[config.mk]
export PLATFORM = sky130hd
export DESIGN_NAME = instr_fetch
export DESIGN_NICKNAME = d
export VERILOG_FILES = /design/src/rtl/mips_pkg.sv /design/src/rtl/instr_fetch_pc_reg.sv /design/src/rtl/instr_fetch.sv
export SDC_FILE = /design/constraint.sdc
export NUM_CORES = 1
export LEC_CHECK = 0
export ABC_AREA = 1
export BUFFER_PORTS_ARGS = -buffer_cell sky130_fd_sc_hd__buf_2
export CAP_MARGIN = 40
export CORE_MARGIN = 2
export CORE_UTILIZATION = 48
export CTS_CLUSTER_SIZE = 8
export DETAILED_ROUTE_END_ITERATION = 12
export PLACE_DENSITY = 0.77
export SLEW_MARGIN = 10
export SYNTH_ARGS = -nofsm -noshare
export SYNTH_HDL_FRONTEND = slang
export SYNTH_HIERARCHICAL = 1
export SYNTH_SLANG_ARGS = --single-unit
[constraint.sdc]
create_clock -name clk -period 1.8 [get_ports clk]
set_input_delay 0.45 -clock clk [delete_from_list [all_inputs] [get_ports clk]]
set_output_delay 0.45 -clock clk [all_outputs]
set_load 0.02 [all_outputs]
[src/rtl/mips_pkg.sv]
// rtl/mips_pkg.sv - shared widths, fetch FSM states and reset vector for the MIPS core
package mips_pkg;

   localparam int INSTR_W = 32;
   localparam int ADDR_W  = 32;

   localparam logic [ADDR_W-1:0] DEFAULT_RESET_PC = 32'h0000_0000;

   typedef enum logic [1:0] {
      FETCH   = 2'd0,
      WAIT    = 2'd1,
      DELIVER = 2'd2,
      HALT    = 2'd3
   } fetch_state_t;

   // Instruction addresses are always word aligned; the low two bits are dropped.
   function automatic logic [ADDR_W-1:0] wordAlign(input logic [ADDR_W-1:0] addr);
      return addr & ~ADDR_W'(3);
   endfunction

endpackage

[src/rtl/instr_fetch_pc_reg.sv]
// rtl/instr_fetch_pc_reg.sv - program counter with sync reset, redirect load and step increment
module pc_reg
   import mips_pkg::*;
#(
   parameter logic [ADDR_W-1:0] RESET_PC = DEFAULT_RESET_PC,
   parameter int                PC_STEP  = 4
) (
   input  logic              clk,
   input  logic              reset,
   input  logic              load,
   input  logic [ADDR_W-1:0] loadPc,
   input  logic              advance,
   output logic [ADDR_W-1:0] pc
);

   localparam logic [ADDR_W-1:0] STEP = ADDR_W'(PC_STEP);

   // Load wins over advance; the add wraps naturally at 2^32.
   always_ff @(posedge clk) begin
      if (reset) begin
         pc <= RESET_PC;
      end else if (load) begin
         pc <= loadPc;
      end else if (advance) begin
         pc <= pc + STEP;
      end
   end

endmodule

[src/rtl/instr_fetch.sv]
// rtl/instr_fetch.sv - single-outstanding instruction fetch unit with redirect handling
// Optional misaligned-redirect trap enabled by defining IFETCH_MISALIGN_TRAP_EN.
module instr_fetch
   import mips_pkg::*;
#(
   parameter logic [ADDR_W-1:0] RESET_PC = DEFAULT_RESET_PC,
   parameter int                PC_STEP  = 4
) (
   input  logic               clk,
   input  logic               reset,
   output logic               mem_req,
   output logic [ADDR_W-1:0]  mem_addr,
   input  logic               mem_gnt,
   input  logic               mem_rvalid,
   input  logic [INSTR_W-1:0] mem_rdata,
   output logic               instr_valid,
   output logic [INSTR_W-1:0] instr,
   output logic [ADDR_W-1:0]  instr_pc,
   input  logic               instr_ready,
   input  logic               redirect,
   input  logic [ADDR_W-1:0]  redirect_pc,
   output logic               misalign
);

   fetch_state_t      state;
   fetch_state_t      nextState;
   logic [ADDR_W-1:0] pc;
   logic [ADDR_W-1:0] reqPc;
   logic [ADDR_W-1:0] targetPc;
   logic              discard;
   logic              discardNext;
   logic              pcLoad;
   logic              pcAdvance;
   logic              capture;
   logic              dropValid;
   logic              grant;
   logic              trapHit;

   assign targetPc = wordAlign(redirect_pc);
   assign mem_addr = pc;

`ifdef IFETCH_MISALIGN_TRAP_EN
   assign trapHit = redirect && (redirect_pc[1:0] != 2'b00) && (state != HALT);
`else
   assign trapHit = 1'b0;
`endif

   pc_reg #(
      .RESET_PC (RESET_PC),
      .PC_STEP  (PC_STEP)
   ) u_pc_reg (
      .clk     (clk),
      .reset   (reset),
      .load    (pcLoad),
      .loadPc  (targetPc),
      .advance (pcAdvance),
      .pc      (pc)
   );

   always_ff @(posedge clk) begin
      if (reset) begin
         state <= FETCH;
      end else begin
         state <= nextState;
      end
   end

   always_comb begin
      nextState = state;
      case (state)
         FETCH: begin
            if (trapHit) begin
               nextState = HALT;
            end else if (!redirect && mem_gnt) begin
               nextState = WAIT;
            end
         end
         WAIT: begin
            if (trapHit) begin
               nextState = HALT;
            end else if (redirect) begin
               nextState = mem_rvalid ? FETCH : WAIT;
            end else if (mem_rvalid) begin
               nextState = discard ? FETCH : DELIVER;
            end
         end
         DELIVER: begin
            if (trapHit) begin
               nextState = HALT;
            end else if (redirect || instr_ready) begin
               nextState = FETCH;
            end
         end
         HALT:    nextState = HALT;
         default: nextState = FETCH;
      endcase
   end

   always_comb begin
      mem_req     = 1'b0;
      pcLoad      = 1'b0;
      pcAdvance   = 1'b0;
      capture     = 1'b0;
      dropValid   = 1'b0;
      grant       = 1'b0;
      discardNext = discard;
      case (state)
         FETCH: begin
            mem_req = !redirect;
            pcLoad  = redirect && !trapHit;
            grant   = !redirect && mem_gnt;
         end
         WAIT: begin
            if (redirect) begin
               // A response arriving with the redirect is the stale one; nothing left to drop.
               pcLoad      = !trapHit;
               discardNext = !trapHit && !mem_rvalid;
            end else if (mem_rvalid) begin
               if (discard) begin
                  discardNext = 1'b0;
               end else begin
                  capture   = 1'b1;
                  pcAdvance = 1'b1;
               end
            end
         end
         DELIVER: begin
            if (redirect) begin
               dropValid = 1'b1;
               pcLoad    = !trapHit;
            end else if (instr_ready) begin
               dropValid = 1'b1;
            end
         end
         default: begin
         end
      endcase
      if (trapHit) begin
         dropValid   = 1'b1;
         discardNext = 1'b0;
      end
   end

   always_ff @(posedge clk) begin
      if (reset) begin
         discard     <= 1'b0;
         reqPc       <= '0;
         instr_valid <= 1'b0;
         instr       <= '0;
         instr_pc    <= '0;
      end else begin
         discard <= discardNext;
         if (grant) begin
            reqPc <= pc;
         end
         if (capture) begin
            instr       <= mem_rdata;
            instr_pc    <= reqPc;
            instr_valid <= 1'b1;
         end else if (dropValid) begin
            instr_valid <= 1'b0;
         end
      end
   end

`ifdef IFETCH_MISALIGN_TRAP_EN
   always_ff @(posedge clk) begin
      if (reset) begin
         misalign <= 1'b0;
      end else if (trapHit) begin
         misalign <= 1'b1;
      end
   end
`else
   assign misalign = 1'b0;
`endif

endmodule

==> results of run 1 <==
[cell usage in the layout (no fill, tap or decap), types with 2 or more instances in the layout]
cell	count
conb_1	3
inv_1	95
buf_4	23
a22oi_1	20
xor2_1	5
clkbuf_16	17
or2_1	2
clkbuf_8	2
nor3_1	2
and2_1	3
buf_12	6
o21ai_0	11
clkinv_2	3
nand3_1	70
clkinvlp_4	4
nand2_1	198
nand4_1	64
nand2_2	4
a31oi_1	5
inv_2	5
nand2_4	2
buf_2	165
nor2_1	169
a21oi_1	57
nor2_4	11
nor2_2	7
o21bai_1	2
bufinv_16	2
dfxtp_1	132
clkinv_4	3
[kinds of logic (layout without fill, tap and decap cells)]
kind of cell,after synthesis,in the layout,synth area share
flip-flops,132,132,0.413
AO/OA/AOI/OAI,97,97,0.0859
other,1,3,0.000587
XOR/XNOR,6,6,0.00822
adder cells (fa/ha/maj),1,1,0.00196
AND/OR/NAND/NOR,535,535,0.376
buffers and inverters,162,326,0.114
[worst min-delay path, stage by stage]
cell,delay [ps]
buf_2,100
nand2_1,50
a31oi_1,70
[synth_stat cells]
library cell	count	area, um^2
nand2_1	198	743
nor2_1	169	634
dfxtp_1	132	2640
inv_1	96	360
nand3_1	70	350
nand4_1	64	400
a21oi_1	58	290
buf_2	35	175
a22oi_1	20	150
clkbuf_1	13	48.8
o21ai_0	11	55.1
nor2_4	10	113
buf_6	8	90.1
nor2_2	8	50.1
a31oi_1	5	31.3
xor2_1	5	43.8
buf_4	4	30.0
inv_2	4	15.0
nand2_2	4	25.0
and2_1	3	18.8
buf_1	2	7.51
nand2_4	2	22.5
nor3_1	2	10.0
o21bai_1	2	15.0
or2_1	2	12.5
conb_1	1	3.75
ha_1	1	12.5
nand3_2	1	10.0
nand3b_1	1	7.51
o211ai_1	1	7.51
or2_2	1	6.26
xnor2_1	1	8.76
[layer usage]
| layer | vias to the layer above | GRT usage |
|---|---|---|
| met5 | - | 0 |
| met2 | 245 | 0.389 |
| met4 | 0 | 0.100 |
| met3 | 27 | 0.0431 |
| li1 | 3305 | - |
| met1 | 2918 | 0.308 |
[worst max path at each step]
| stage | slack [ps] | endpoint | startpoint | cells past startpoint |
|---|---|---|---|---|
| detailed placement | 90 | instr_pc[27] | redirect | 7 |
| global route | 30 | mem_req | state[1] | 2 |
| finish | 80 | mem_req | state[1] | 2 |
| CTS | 60 | mem_req | state[1] | 2 |
| floorplan | 20 | u_pc_reg/pc[12] | redirect | 10 |
| global placement | 110 | instr[19] | redirect | 7 |
[power breakdown]
part           total (mW)  internal [mW]  switching [mW]
Sequential           3.15           3.04           0.110
Clock                3.37           2.11            1.27
Combinational       0.913          0.327           0.586
[layout make-up]
cell class | instances | share of cell area
Inverter | 100 | 0.0470
Sequential cell | 132 | 0.331
Clock inverter | 12 | 0.0165
Timing Repair Buffer | 194 | 0.140
Tap cell | 176 | 0.0276
Multi-Input combinational cell | 642 | 0.381
Clock buffer | 20 | 0.0572
==> out/metrics.yaml, run 1 <==
status: "finished, final reports clean"
htreeDepth: 4
stdcell_area_mm2: 0.00798
area.growth.synth_to_final_pct: 24.9
cts_tree: "yes"
finish.net_count: 1158
worstReg2RegEnd: "instr[22]"
grtUsageTotal: 0.238
min_path_cells: 3
dp_slack_ps: 86.9
min_from: "redirect_pc[7]"
cts_setup_buffers: 0
gp_congestion: 0.905
numPlacedInstances: 1244
final_cells: 1276
antenna_found_initial: 0
clock-sinks: 132
netlist_area_mm2: 0.00639
fillers: 1244
die_h_um: 119
fp-row-count: 42
clock.fmax_mhz: 581
finalCritPeriodShare: 0.957
reg2reg_slack_ps: 210
grt_max_degree: 67
firstDrtPassIters: 5
cts_root_buf: "clkbuf_16"
worstReg2RegStart: "state[0]"
ctsResizeCount: 0
syn-instance-count: 934
clk_pin_slew_ps: 50
reg2regPathDepth: 5
cap_viol_max_count: 0
relSlewSlack: 0.554
p_total_mw: 7.44
ys_ff_latch: 132
path_cells: "nor3_1 -> buf_2"
hold_violations: 0
core_mm2: 0.0131
setup_viol: 0
critPathBufInv: 1
maxUsedRoutingLayer: "met4"
cts_hold_buffers: 0
numPortBuffers: 165
drt-initial-drc-count: 496
vias: 6495
yosysWarnings: 6
skew_ps: 5.69
antenna_cells: 0
p_leak_nw: 3.55
hold_class: "input pin to flop"
post_dp_cell_area_mm2: 0.00739
ir_worst_vdd_v: 0.000626
dr_wl_met2_um: 7810
cp_max_fo: 7
hold_ws_ps: 315
period_needed_ps: 1720
rsz0062_at_grt: "false"
overflow: 0
critPathKind: "flop to output pin"
drc_errors: 0
slew_viol_final: 0
grt_pass1_wl_um: 27500
clkLatencyLatePin_ps: 410
post_drt_wl_per_cell_um: 13.2
wl_met1_um: 7520
crit_path_end_kind: "output pin"
fin_tns_setup_ps: 0
finish.utilization: 0.608
cts_buffers: 17
start_kind: "flop"
start_util: 0.486
io_pins: 169
dpl.hpwl_um: 11400
multi_input_comb_area_mm2: 0.00304
synth.avg_cell_area_um2: 6.84
first_global_vias: 5840
synth.distinct_cells: 32
ys_seq_area_frac: 0.413
die_area_mm2: 0.0143
crit_required_ps: 1350
routed_wl_um: 16800
slowest_delay_ps: 400
vias_per_cell: 5.09
wl_met3_um: 1120
hold-path-endpoint: "u_pc_reg/pc[7]"
detail-route-antenna-nets: 0
drive_above_1_share: 0.234
regArea_mm2: 0.00264
crit_family: "flip-flops"
worst_ep_arrival_time_ps: 1270
cts_buffer_depth: 2
fp.dieW_um: 119
fin_ws_ps: 77.8
worst_pin_slew_ps: 670
p_per_area_mw_per_mm2: 932
critPathSlowestCell: "dfxtp_1"
No activity file was read; power rests on OpenSTA's default activity.
==> inputs of run 2 (changes only) <==
--- a/config.mk
+++ b/config.mk
@@ -8,7 +8,6 @@
 export ABC_AREA = 1
 export BUFFER_PORTS_ARGS = -buffer_cell sky130_fd_sc_hd__buf_2
 export CAP_MARGIN = 40
-export CORE_MARGIN = 2
 export CORE_UTILIZATION = 48
 export CTS_CLUSTER_SIZE = 8
 export DETAILED_ROUTE_END_ITERATION = 12
==> out/metrics.yaml, run 2 (synthesis results as in run 1) <==
start_util: 0.498
hold_class: "input pin to flop"
die_h_um: 117
io_pins: 169
hold_violations: 0
clkLatencyLatePin_ps: 410
grtUsageTotal: 0.258
core_mm2: 0.0128
status: "finished, final reports clean"
finish.net_count: 1157
htreeDepth: 4
start_kind: "flop"
clock.fmax_mhz: 594
setup_viol: 0
clock-sinks: 132
stdcell_area_mm2: 0.00809
first_global_vias: 6112
numPortBuffers: 165
drive_above_1_share: 0.234
drt-initial-drc-count: 497
antenna_found_initial: 0
antenna_cells: 0
fillers: 1183
cts_buffer_depth: 2
post_dp_cell_area_mm2: 0.00739
skew_ps: 7.20
grt_max_degree: 67
detail-route-antenna-nets: 0
routed_wl_um: 17100
p_per_area_mw_per_mm2: 998
cp_max_fo: 7
firstDrtPassIters: 5
fin_tns_setup_ps: 0
ir_worst_vdd_v: 0.000568
gp_congestion: 0.915
period_needed_ps: 1680
fp-row-count: 41
path_cells: "nor3_1 -> buf_2"
area.growth.synth_to_final_pct: 26.5
ctsResizeCount: 0
vias_per_cell: 5.19
final_cell_mix: "198 x nand2_1, 169 x nor2_1, 165 x buf_2, 132 x dfxtp_1, 95 x inv_1"
cts_setup_buffers: 0
cts_tree: "yes"
cts_hold_buffers: 0
final_cells: 1271
layout_commonest_cell: "nand2_1"
drc_errors: 0
cts_buffers: 17
hold_ws_ps: 304
critPathKind: "flop to output pin"
cts_root_buf: "clkbuf_16"
numPlacedInstances: 1239
slew_viol_final: 0
grt_pass1_wl_um: 29100
vias: 6592
slowest_delay_ps: 400
post_drt_wl_per_cell_um: 13.5
dpl.hpwl_um: 11600
finalCritPeriodShare: 0.935
rsz0062_at_grt: "false"
die_area_mm2: 0.0138
cap_viol_max_count: 0
crit_required_ps: 1350
critPathSlowestCell: "dfxtp_1"
p_leak_nw: 3.60
crit_path_end_kind: "output pin"
overflow: 0
worst_pin_slew_ps: 686
fp.dieW_um: 117
worst_ep_arrival_time_ps: 1230
relSlewSlack: 0.543
clk_pin_slew_ps: 60
==> run 2: stage by stage <==
step	total power, mW	worst slack [ps]	utilization
2_1_floorplan	3.79	24.2	-
3_3_place_gp	4.11	115	0.577
3_5_place_dp	4.12	108	0.577
4_1_cts	8.13	80.0	0.630
5_1_grt	8.37	17.3	0.630
6_report	8.07	117	0.630
==> run 2: area by class of cell <==
cell class                      instances  area [um^2]  share of cell area
Clock buffer                           20          467              0.0577
Clock inverter                         12          224              0.0277
Inverter                              100          375              0.0464
Multi-Input combinational cell        642         3040               0.376
Sequential cell                       132         2640               0.327
Tap cell                              172          215              0.0266
Timing Repair Buffer                  193         1120               0.139
==> run 2: final timing paths <==
| path | cells after the start | start | to | slack (ps) |
|---|---|---|---|---|
| setup / recovery | 2 | state[1] | mem_req | 120 |
| hold / removal | 3 | redirect_pc[8] | u_pc_reg/pc[8] | 300 |
| setup reg to reg | 7 | state[0] | u_pc_reg/pc[26] | 240 |
| hold reg to reg | 2 | reqPc[1] | reqPc[1] | 460 |
==> run 2: routing by layer <==
layer  GRT usage  part of all wire
met4      0.0998             0.016
met5           0                 0
met1       0.325              0.44
met3      0.0496             0.064
met2       0.433              0.48
==> run 2: critical path: cells and delay by family, from the launching register on <==
kind          cells  cell delay (ps)
flops             1              400
buf+inv           1              200
simple gates      1              220
==> run 2: report_power, final <==
group | switching (mW) | internal (mW) | leakage (nW) | total, mW
logic | 0.585 | 0.328 | 2.19 | 0.914
clock network | 1.29 | 2.71 | 0.337 | 4.00
registers | 0.116 | 3.04 | 1.07 | 3.15
